File: config.mk
export PLATFORM = sky130hd
export DESIGN_NAME = health_alert_transmitter
export DESIGN_NICKNAME = d
export VERILOG_FILES = /design/src/rtl/healthcare_pkg.sv /design/src/rtl/alert_serial_shifter.sv /design/src/rtl/health_alert_transmitter.sv
export SDC_FILE = /design/constraint.sdc
export NUM_CORES = 1
export LEC_CHECK = 0
export CORE_MARGIN = 1.5
export CORE_UTILIZATION = 60
export CTS_BUF_LIST = sky130_fd_sc_hd__clkbuf_2 sky130_fd_sc_hd__clkbuf_4 sky130_fd_sc_hd__clkbuf_8
export CTS_CLUSTER_SIZE = 30
export DETAILED_ROUTE_END_ITERATION = 10
export PLACE_DENSITY = 0.81
export SLEW_MARGIN = 10
export SYNTH_ARGS = -nofsm -noshare
export SYNTH_HDL_FRONTEND = slang
export SYNTH_SLANG_ARGS = --single-unit
export TNS_END_PERCENT = 50
File: constraint.sdc
create_clock -name clk -period 2.2 [get_ports clk]
set_input_delay 0.44 -clock clk [delete_from_list [all_inputs] [get_ports clk]]
set_output_delay 0.44 -clock clk [all_outputs]
set_load 0.1 [all_outputs]
File: src/rtl/healthcare_pkg.sv
// Shared types and constants for the health alert transmitter.
package healthcare_pkg;

  typedef enum logic [1:0] {
    IDLE  = 2'd0,
    START = 2'd1,
    DATA  = 2'd2,
    STOP  = 2'd3
  } txState_e;

  localparam int NUM_FLAGS     = 4;
  localparam int FLAG_PRESSURE = 0;
  localparam int FLAG_BLOOD    = 1;
  localparam int FLAG_FALL     = 2;
  localparam int FLAG_TEMP     = 3;

  // start + 8 data + stop
  localparam int FRAME_BITS = 10;

endpackage

File: src/rtl/alert_serial_shifter.sv
// 8N1 serial shifter, LSB first: baud down-counter, bit counter and shift register.
//   state | meaning
//   IDLE  | line high, waiting for load
//   START | start bit (low) for CLKS_PER_BIT cycles
//   DATA  | eight data bits, LSB first
//   STOP  | stop bit (high); done pulses on its last cycle
module alert_serial_shifter
  import healthcare_pkg::*;
#(
  parameter int CLKS_PER_BIT = 16
) (
  input  logic       clk,
  input  logic       rst,
  input  logic       load,
  input  logic [7:0] dataByte,
  output logic       txSerial,
  output logic       busy,
  output logic       done
);

  localparam int BaudW = $clog2(CLKS_PER_BIT);
  localparam logic [BaudW-1:0] BaudLast = BaudW'(CLKS_PER_BIT - 1);
  localparam logic [2:0] LastBit = 3'(FRAME_BITS - 3);

  txState_e state, stateNext;
  logic [BaudW-1:0] baudCnt;
  logic [2:0] bitCnt;
  logic [7:0] shiftReg;
  logic lineNext, doneNext, baudTc;

  assign baudTc = (baudCnt == '0);
  assign busy   = (state != IDLE);

  always_comb begin
    stateNext = state;
    lineNext  = txSerial;
    doneNext  = 1'b0;
    case (state)
      IDLE: begin
        lineNext = 1'b1;
        if (load) begin
          stateNext = START;
          lineNext  = 1'b0;
        end
      end
      START: begin
        if (baudTc) begin
          stateNext = DATA;
          lineNext  = shiftReg[0];
        end
      end
      DATA: begin
        if (baudTc) begin
          if (bitCnt == LastBit) begin
            stateNext = STOP;
            lineNext  = 1'b1;
          end else begin
            // shiftReg is shifted on this same edge, so bit 1 is the next data bit
            lineNext = shiftReg[1];
          end
        end
      end
      STOP: begin
        lineNext = 1'b1;
        doneNext = (baudCnt == BaudW'(1));
        if (baudTc) stateNext = IDLE;
      end
      default: stateNext = IDLE;
    endcase
  end

  always_ff @(posedge clk) begin
    if (rst) begin
      state    <= IDLE;
      baudCnt  <= '0;
      bitCnt   <= '0;
      shiftReg <= '0;
      txSerial <= 1'b1;
      done     <= 1'b0;
    end else begin
      state    <= stateNext;
      txSerial <= lineNext;
      done     <= doneNext;
      if (state == IDLE) begin
        if (load) begin
          shiftReg <= dataByte;
          baudCnt  <= BaudLast;
          bitCnt   <= '0;
        end
      end else if (baudTc) begin
        baudCnt <= BaudLast;
        if (state == DATA) begin
          bitCnt   <= bitCnt + 3'd1;
          shiftReg <= shiftReg >> 1;
        end
      end else begin
        baudCnt <= baudCnt - BaudW'(1);
      end
    end
  end

endmodule

File: src/rtl/health_alert_transmitter.sv
// Samples the four detector flags, sends a frame on change or heartbeat,
// and keeps host-acknowledged sticky alarm latches.
module health_alert_transmitter
  import healthcare_pkg::*;
#(
  parameter int CLKS_PER_BIT     = 16,
  parameter int HEARTBEAT_CYCLES = 4096
) (
  input  logic                 clk,
  input  logic                 rst,
  input  logic                 presureAbnormality,
  input  logic                 bloodAbnormality,
  input  logic                 fallDetected,
  input  logic                 temperatureAbnormality,
  input  logic                 ackAlarm,
  output logic                 txSerial,
  output logic                 txBusy,
  output logic                 frameSent,
  output logic [NUM_FLAGS-1:0] alarmLatched
);

  localparam int HbW = (HEARTBEAT_CYCLES > 1) ? $clog2(HEARTBEAT_CYCLES) : 1;
  localparam logic [HbW-1:0] HbMax = HbW'((HEARTBEAT_CYCLES > 0) ? HEARTBEAT_CYCLES - 1 : 0);

  logic [NUM_FLAGS-1:0] flagsIn, flagsQ, lastSent;
  logic [3:0] seq;
  logic [HbW-1:0] hbCnt;
  logic hbHit, changed, startFrame, shifterBusy, shifterDone;

  assign flagsIn[FLAG_PRESSURE] = presureAbnormality;
  assign flagsIn[FLAG_BLOOD]    = bloodAbnormality;
  assign flagsIn[FLAG_FALL]     = fallDetected;
  assign flagsIn[FLAG_TEMP]     = temperatureAbnormality;

  assign hbHit      = (HEARTBEAT_CYCLES != 0) && (hbCnt == HbMax);
  assign changed    = (flagsQ != lastSent);
  assign startFrame = !shifterBusy && (changed || hbHit);

  always_ff @(posedge clk) begin
    if (rst) begin
      flagsQ       <= '0;
      lastSent     <= '0;
      seq          <= '0;
      hbCnt        <= '0;
      alarmLatched <= '0;
    end else begin
      flagsQ <= flagsIn;
      if (startFrame) begin
        lastSent <= flagsQ;
        hbCnt    <= '0;
      end else if (hbCnt != HbMax) begin
        hbCnt <= hbCnt + HbW'(1);
      end
      if (shifterDone) seq <= seq + 4'd1;
      // a set flag always wins; ack only clears bits whose flag is now low
      alarmLatched <= flagsQ | (alarmLatched & ~({NUM_FLAGS{ackAlarm}} & ~flagsQ));
    end
  end

  alert_serial_shifter #(
    .CLKS_PER_BIT(CLKS_PER_BIT)
  ) uShifter (
    .clk      (clk),
    .rst      (rst),
    .load     (startFrame),
    .dataByte ({seq, flagsQ}),
    .txSerial (txSerial),
    .busy     (shifterBusy),
    .done     (shifterDone)
  );

  assign txBusy    = shifterBusy;
  assign frameSent = shifterDone;

endmodule

==> reports/results.env <==
HPWL_MM=3.06
DIE_W_UM=65.7
NET_COUNT_REPORTED_AT_FINISH=269
ROUTE.TOP_LAYER_USED='met4'
FIN_TNS_SETUP_NS=0
PLACEDINSTANCEAREA_UM2=2500
VDD.IR_DROP.WORST_uV=669
BOUNDARYPINS=14
CTSRESIZECOUNT=0
CORE_AREA_UM2=3720
NUMBER_OF_ANTENNA_VIOLATIONS_AT_THE_FIRST_CHECK_IN_GLOBAL_ROUTING=0
CP-END-KIND='flop'
FIN_AREA_UM2=2590
LAYOUT_MIN_CYCLE_TIME_NS=1.91
SYNTH-SEQ-CELLS=47
POSTCTSSETUPREPAIRBUFS=0
MAPPEDNETLISTNETS=256
CLK_LATENCY_NS=0.30
AVGVIACOUNTPERCELL=5.86
RR_STARTPOINT='uShifter.state[1]'
CRITPATHSLOWESTCELL='sky130_fd_sc_hd__nor3_4'
SYNTH_TOP_AREA_SHARE_PCT=39.8
TRITONCTS='done'
FLOORPLAN.INITIALDENSITY_PCT=63.6
CLOCKBUFFERDEPTH=2
SYNTH_AREA_LEADER_CELL='sky130_fd_sc_hd__dfxtp_1'
GRT_MAX_DEGREE=23
SETUP.WORST_PATH.CLASS='flop to flop'
TIMING.CRITICAL_PATH.REQUIRED_NS=2.42
DETAILROUTE.WIRELENGTH.MET3_UM=108
SYNTH_CELL_TYPE_COUNT=55
CP_MAX_FO=10
MIN_FROM='uShifter.shiftReg[2]'
YOSYSWARNINGCOUNT=0
SYNTH_ENABLE_FLOP_CELLS=0
HIGHEST_CLOCK_FREQUENCY_THE_DESIGN_CAN_MEET_MHz=522
POWER.DENSITY_CELL_AREA_nW_PER_UM2=989
DIE_AREA_UM2=4320
HOLDBUFCOUNTCTS=0
DR_WL_MET2_MM=2.12
DRT_ITER0_DRC=78
DETAIL-ROUTE-ANTENNA-NETS=0
PORT_BUFFERS=13
FINAL_CORE_UTIL_PCT=69.6
TOT_GR_TRACK_USE_PCT=22.3
FINALCRITPERIODSHARE_PCT=87.0
TRITONCTS_NUM_SINKS=47
YOSYS_MOST_USED_DFF='sky130_fd_sc_hd__dfxtp_1'
FINAL_MAX_SLEW_VIOLATION_COUNT=0
TOTAL_POWER_mW=2.56
POSTSYNTHCELLCOUNT=239
FINALHOLDVIOLATIONS=0
AREA_GROWTH_SYN_TO_LAYOUT_PCT=9.53
WIRE_PER_INST_UM=14.5
CLK_TRANSITION_REPORTED_PATHS_NS=0.09
DRV_CAP=0
NUMBER_OF_BUFFERS_ADDED_BY_THE_CLOCK_TREE_SYNTHESIS_STEP=5
SETUP_REPAIR_AFTER_GLOBAL_ROUTING_MISSED_ITS_MARGIN='no'
DRT-TOTAL-WL_MM=4.35
YOSYSSEQAREASHARE_PCT=39.8
ROUTABILITY_CONGESTION_ESTIMATE=0.829
FILLCELLCOUNT=293
TIMING.CRITICAL_PATH.BUF_INV=2
YS_ASYNC_SR_FRACTION_PCT=0
WORST_CLOCK_SKEW_ON_THE_FINAL_LAYOUT_NS=0.0105
DIE-HEIGHT_UM=65.7
NUMBER_OF_GLOBAL_ROUTE_VIAS_BEFORE_REPAIR=1667
CTS-ROOT-BUF='sky130_fd_sc_hd__clkbuf_8'
CP_CELL_SEQUENCE='inv_1, ha_1, inv_2, a41oi_1, nor3_4, mux2i_1'
DRC=0
CTS_MAX_LEVEL=2
VIAS=1763
DRTPASS1ITERATIONS=4
CRITPATHTOPFAMILY='simple AND/OR/NAND/NOR gates'
SYN_AREA_UM2=2360
N_ANTENNA_CELL=0
TIGHTESTPINTRANSITION_NS=0.625
PLACEMENTROWS=22
FINAL-SETUP-VIOL-COUNT=0
WORST_PATH_ARRIVAL_NS=2.14
OUTCOME='finished clean'
SYNTHESIS.AREA_PER_INSTANCE_UM2=9.88
CRITPATHMAXSTAGEDELAY_NS=0.53
TOP_CELLS_BY_AREA_IN_THE_SYNTHESIZED_NETLIST='sky130_fd_sc_hd__dfxtp_1, sky130_fd_sc_hd__mux2i_1, sky130_fd_sc_hd__ha_1'
STARTPOINT='uShifter.state[1]'
GRT_PASS1_WL_MM=7.51
WORST_SLEW_MARGIN_REL_PCT=58.3
CRITPATHLAUNCHTYPE='flop'
TOTAL_LEAKAGE_POWER_nW=1.01
DRIVE_GT1_SHARE_PCT=18.6
GR-TOTAL-OVERFLOW=0
ROUTE.LAYER.MET1.WL_MM=2.07
HOLD_PATH.CLASS='flop to flop'
-- cell type report --
| class | count | area (µm²) | area share, % |
|---|---|---|---|
| clock buffers | 6 | 76.3 | 2.95 |
| clock inverters | 2 | 12.5 | 0.484 |
| inverters | 9 | 33.8 | 1.31 |
| multi-input cells | 172 | 1310 | 50.6 |
| flip-flops and latches | 47 | 941 | 36.4 |
| well taps | 48 | 60.1 | 2.32 |
| repair buffers | 17 | 155 | 6.00 |
-- logic make-up (layout without fill, tap and decap cells) --
family,count (synthesis),count (layout),share of synthesized area (%)
adders and majority gates,10,10,5.30
xor gates and xnor gates,11,11,4.08
DFF,47,47,39.8
AOI/OAI and AO/OA,36,36,12.6
muxes,21,21,9.48
buffers and inverters,20,34,4.77
and+or+nand+nor,94,94,23.9
-- Yosys cell counts, drive strengths merged (3+ instances only) --
| cell type | instances |
|---|---|
| a21oi | 8 |
| ha | 10 |
| a211oi | 5 |
| xnor2 | 7 |
| nand2 | 25 |
| nand3 | 5 |
| a2111oi | 3 |
| nand4 | 5 |
| dfxtp | 47 |
| clkbuf | 7 |
| mux2 | 8 |
| mux2i | 13 |
| nor3 | 12 |
| nor4 | 8 |
| o31ai | 6 |
| or3 | 4 |
| nor2b | 5 |
| and3 | 3 |
| buf | 4 |
| nor2 | 21 |
| inv | 9 |
| xor2 | 4 |
-- where the power goes --
part           switching [mW]  internal [mW]  total (mW)  leakage [nW]
Combinational           0.637          0.370        1.01         0.586
Sequential             0.0881          0.945        1.03         0.384
Clock                   0.284          0.235       0.519        0.0446
Total                    1.01           1.55        2.56          1.01
-- metrics by stage --
| step | hold WS [ns] | worst slack (ns) | cells |
|---|---|---|---|
| detailed placement | 0.455 | 0.154 | 293 |
| finish | 0.464 | 0.286 | 301 |
| global placement | 0.447 | 0.229 | 293 |
| global route | 0.488 | 0.140 | 301 |
| floorplan | 0.436 | 0.230 | 239 |
| CTS | 0.466 | 0.304 | 301 |
-- sequential cells by signal (all words and copies together), names as in the netlist --
signal / count
uShifter.txSerial: 1
uShifter.done: 1
hbCnt: 12
lastSent: 4
uShifter.state: 2
flagsQ: 4
alarmLatched: 4
uShifter.bitCnt: 3
seq: 4
uShifter.baudCnt: 4
uShifter.shiftReg: 8
-- routing by layer --
| metal | up-vias | GRT usage [%] |
|---|---|---|
| met5 | - | 0 |
| met4 | 0 | 7.81 |
| met3 | 5 | 4.11 |
| met2 | 24 | 37.5 |
| met1 | 838 | 28.5 |
| li1 | 896 | - |
-- worst register-to-register path: stages, from the launching register on --
cell	delay, ns
sky130_fd_sc_hd__dfxtp_1	0.41
sky130_fd_sc_hd__inv_1	0.09
sky130_fd_sc_hd__ha_1	0.20
sky130_fd_sc_hd__inv_2	0.21
sky130_fd_sc_hd__a41oi_1	0.15
sky130_fd_sc_hd__nor3_4	0.53
sky130_fd_sc_hd__mux2i_1	0.24
-- cell usage in the layout, fill, tap and decap left out, types with 3 or more instances in the layout --
| cell | Yosys | routed |
|---|---|---|
| sky130_fd_sc_hd__a211oi_1 | 3 | 3 |
| sky130_fd_sc_hd__a21oi_1 | 8 | 8 |
| sky130_fd_sc_hd__buf_4 | 0 | 10 |
| sky130_fd_sc_hd__clkbuf_8 | 2 | 5 |
| sky130_fd_sc_hd__clkdlybuf4s50_1 | 0 | 6 |
| sky130_fd_sc_hd__dfxtp_1 | 47 | 47 |
| sky130_fd_sc_hd__ha_1 | 10 | 10 |
| sky130_fd_sc_hd__inv_1 | 8 | 8 |
| sky130_fd_sc_hd__mux2_2 | 7 | 7 |
| sky130_fd_sc_hd__mux2i_1 | 13 | 13 |
| sky130_fd_sc_hd__nand2_1 | 25 | 25 |
| sky130_fd_sc_hd__nand3_1 | 4 | 4 |
| sky130_fd_sc_hd__nand4_1 | 3 | 3 |
| sky130_fd_sc_hd__nor2_1 | 20 | 20 |
| sky130_fd_sc_hd__nor2b_1 | 5 | 5 |
| sky130_fd_sc_hd__nor3_1 | 9 | 9 |
| sky130_fd_sc_hd__nor4_1 | 5 | 5 |
| sky130_fd_sc_hd__o31ai_1 | 4 | 4 |
| sky130_fd_sc_hd__or3_1 | 3 | 3 |
| sky130_fd_sc_hd__xnor2_1 | 7 | 7 |
| sky130_fd_sc_hd__xor2_1 | 4 | 4 |
-- worst paths after layout --
path | endpoint | slack (ns) | cells after the start
setup / recovery | uShifter.shiftReg[5] | 0.29 | 6
hold / removal | uShifter.shiftReg[2] | 0.46 | 2
setup reg to reg | uShifter.shiftReg[5] | 0.29 | 6
hold reg to reg | uShifter.shiftReg[2] | 0.46 | 2
(Power assumes the default switching activity.)
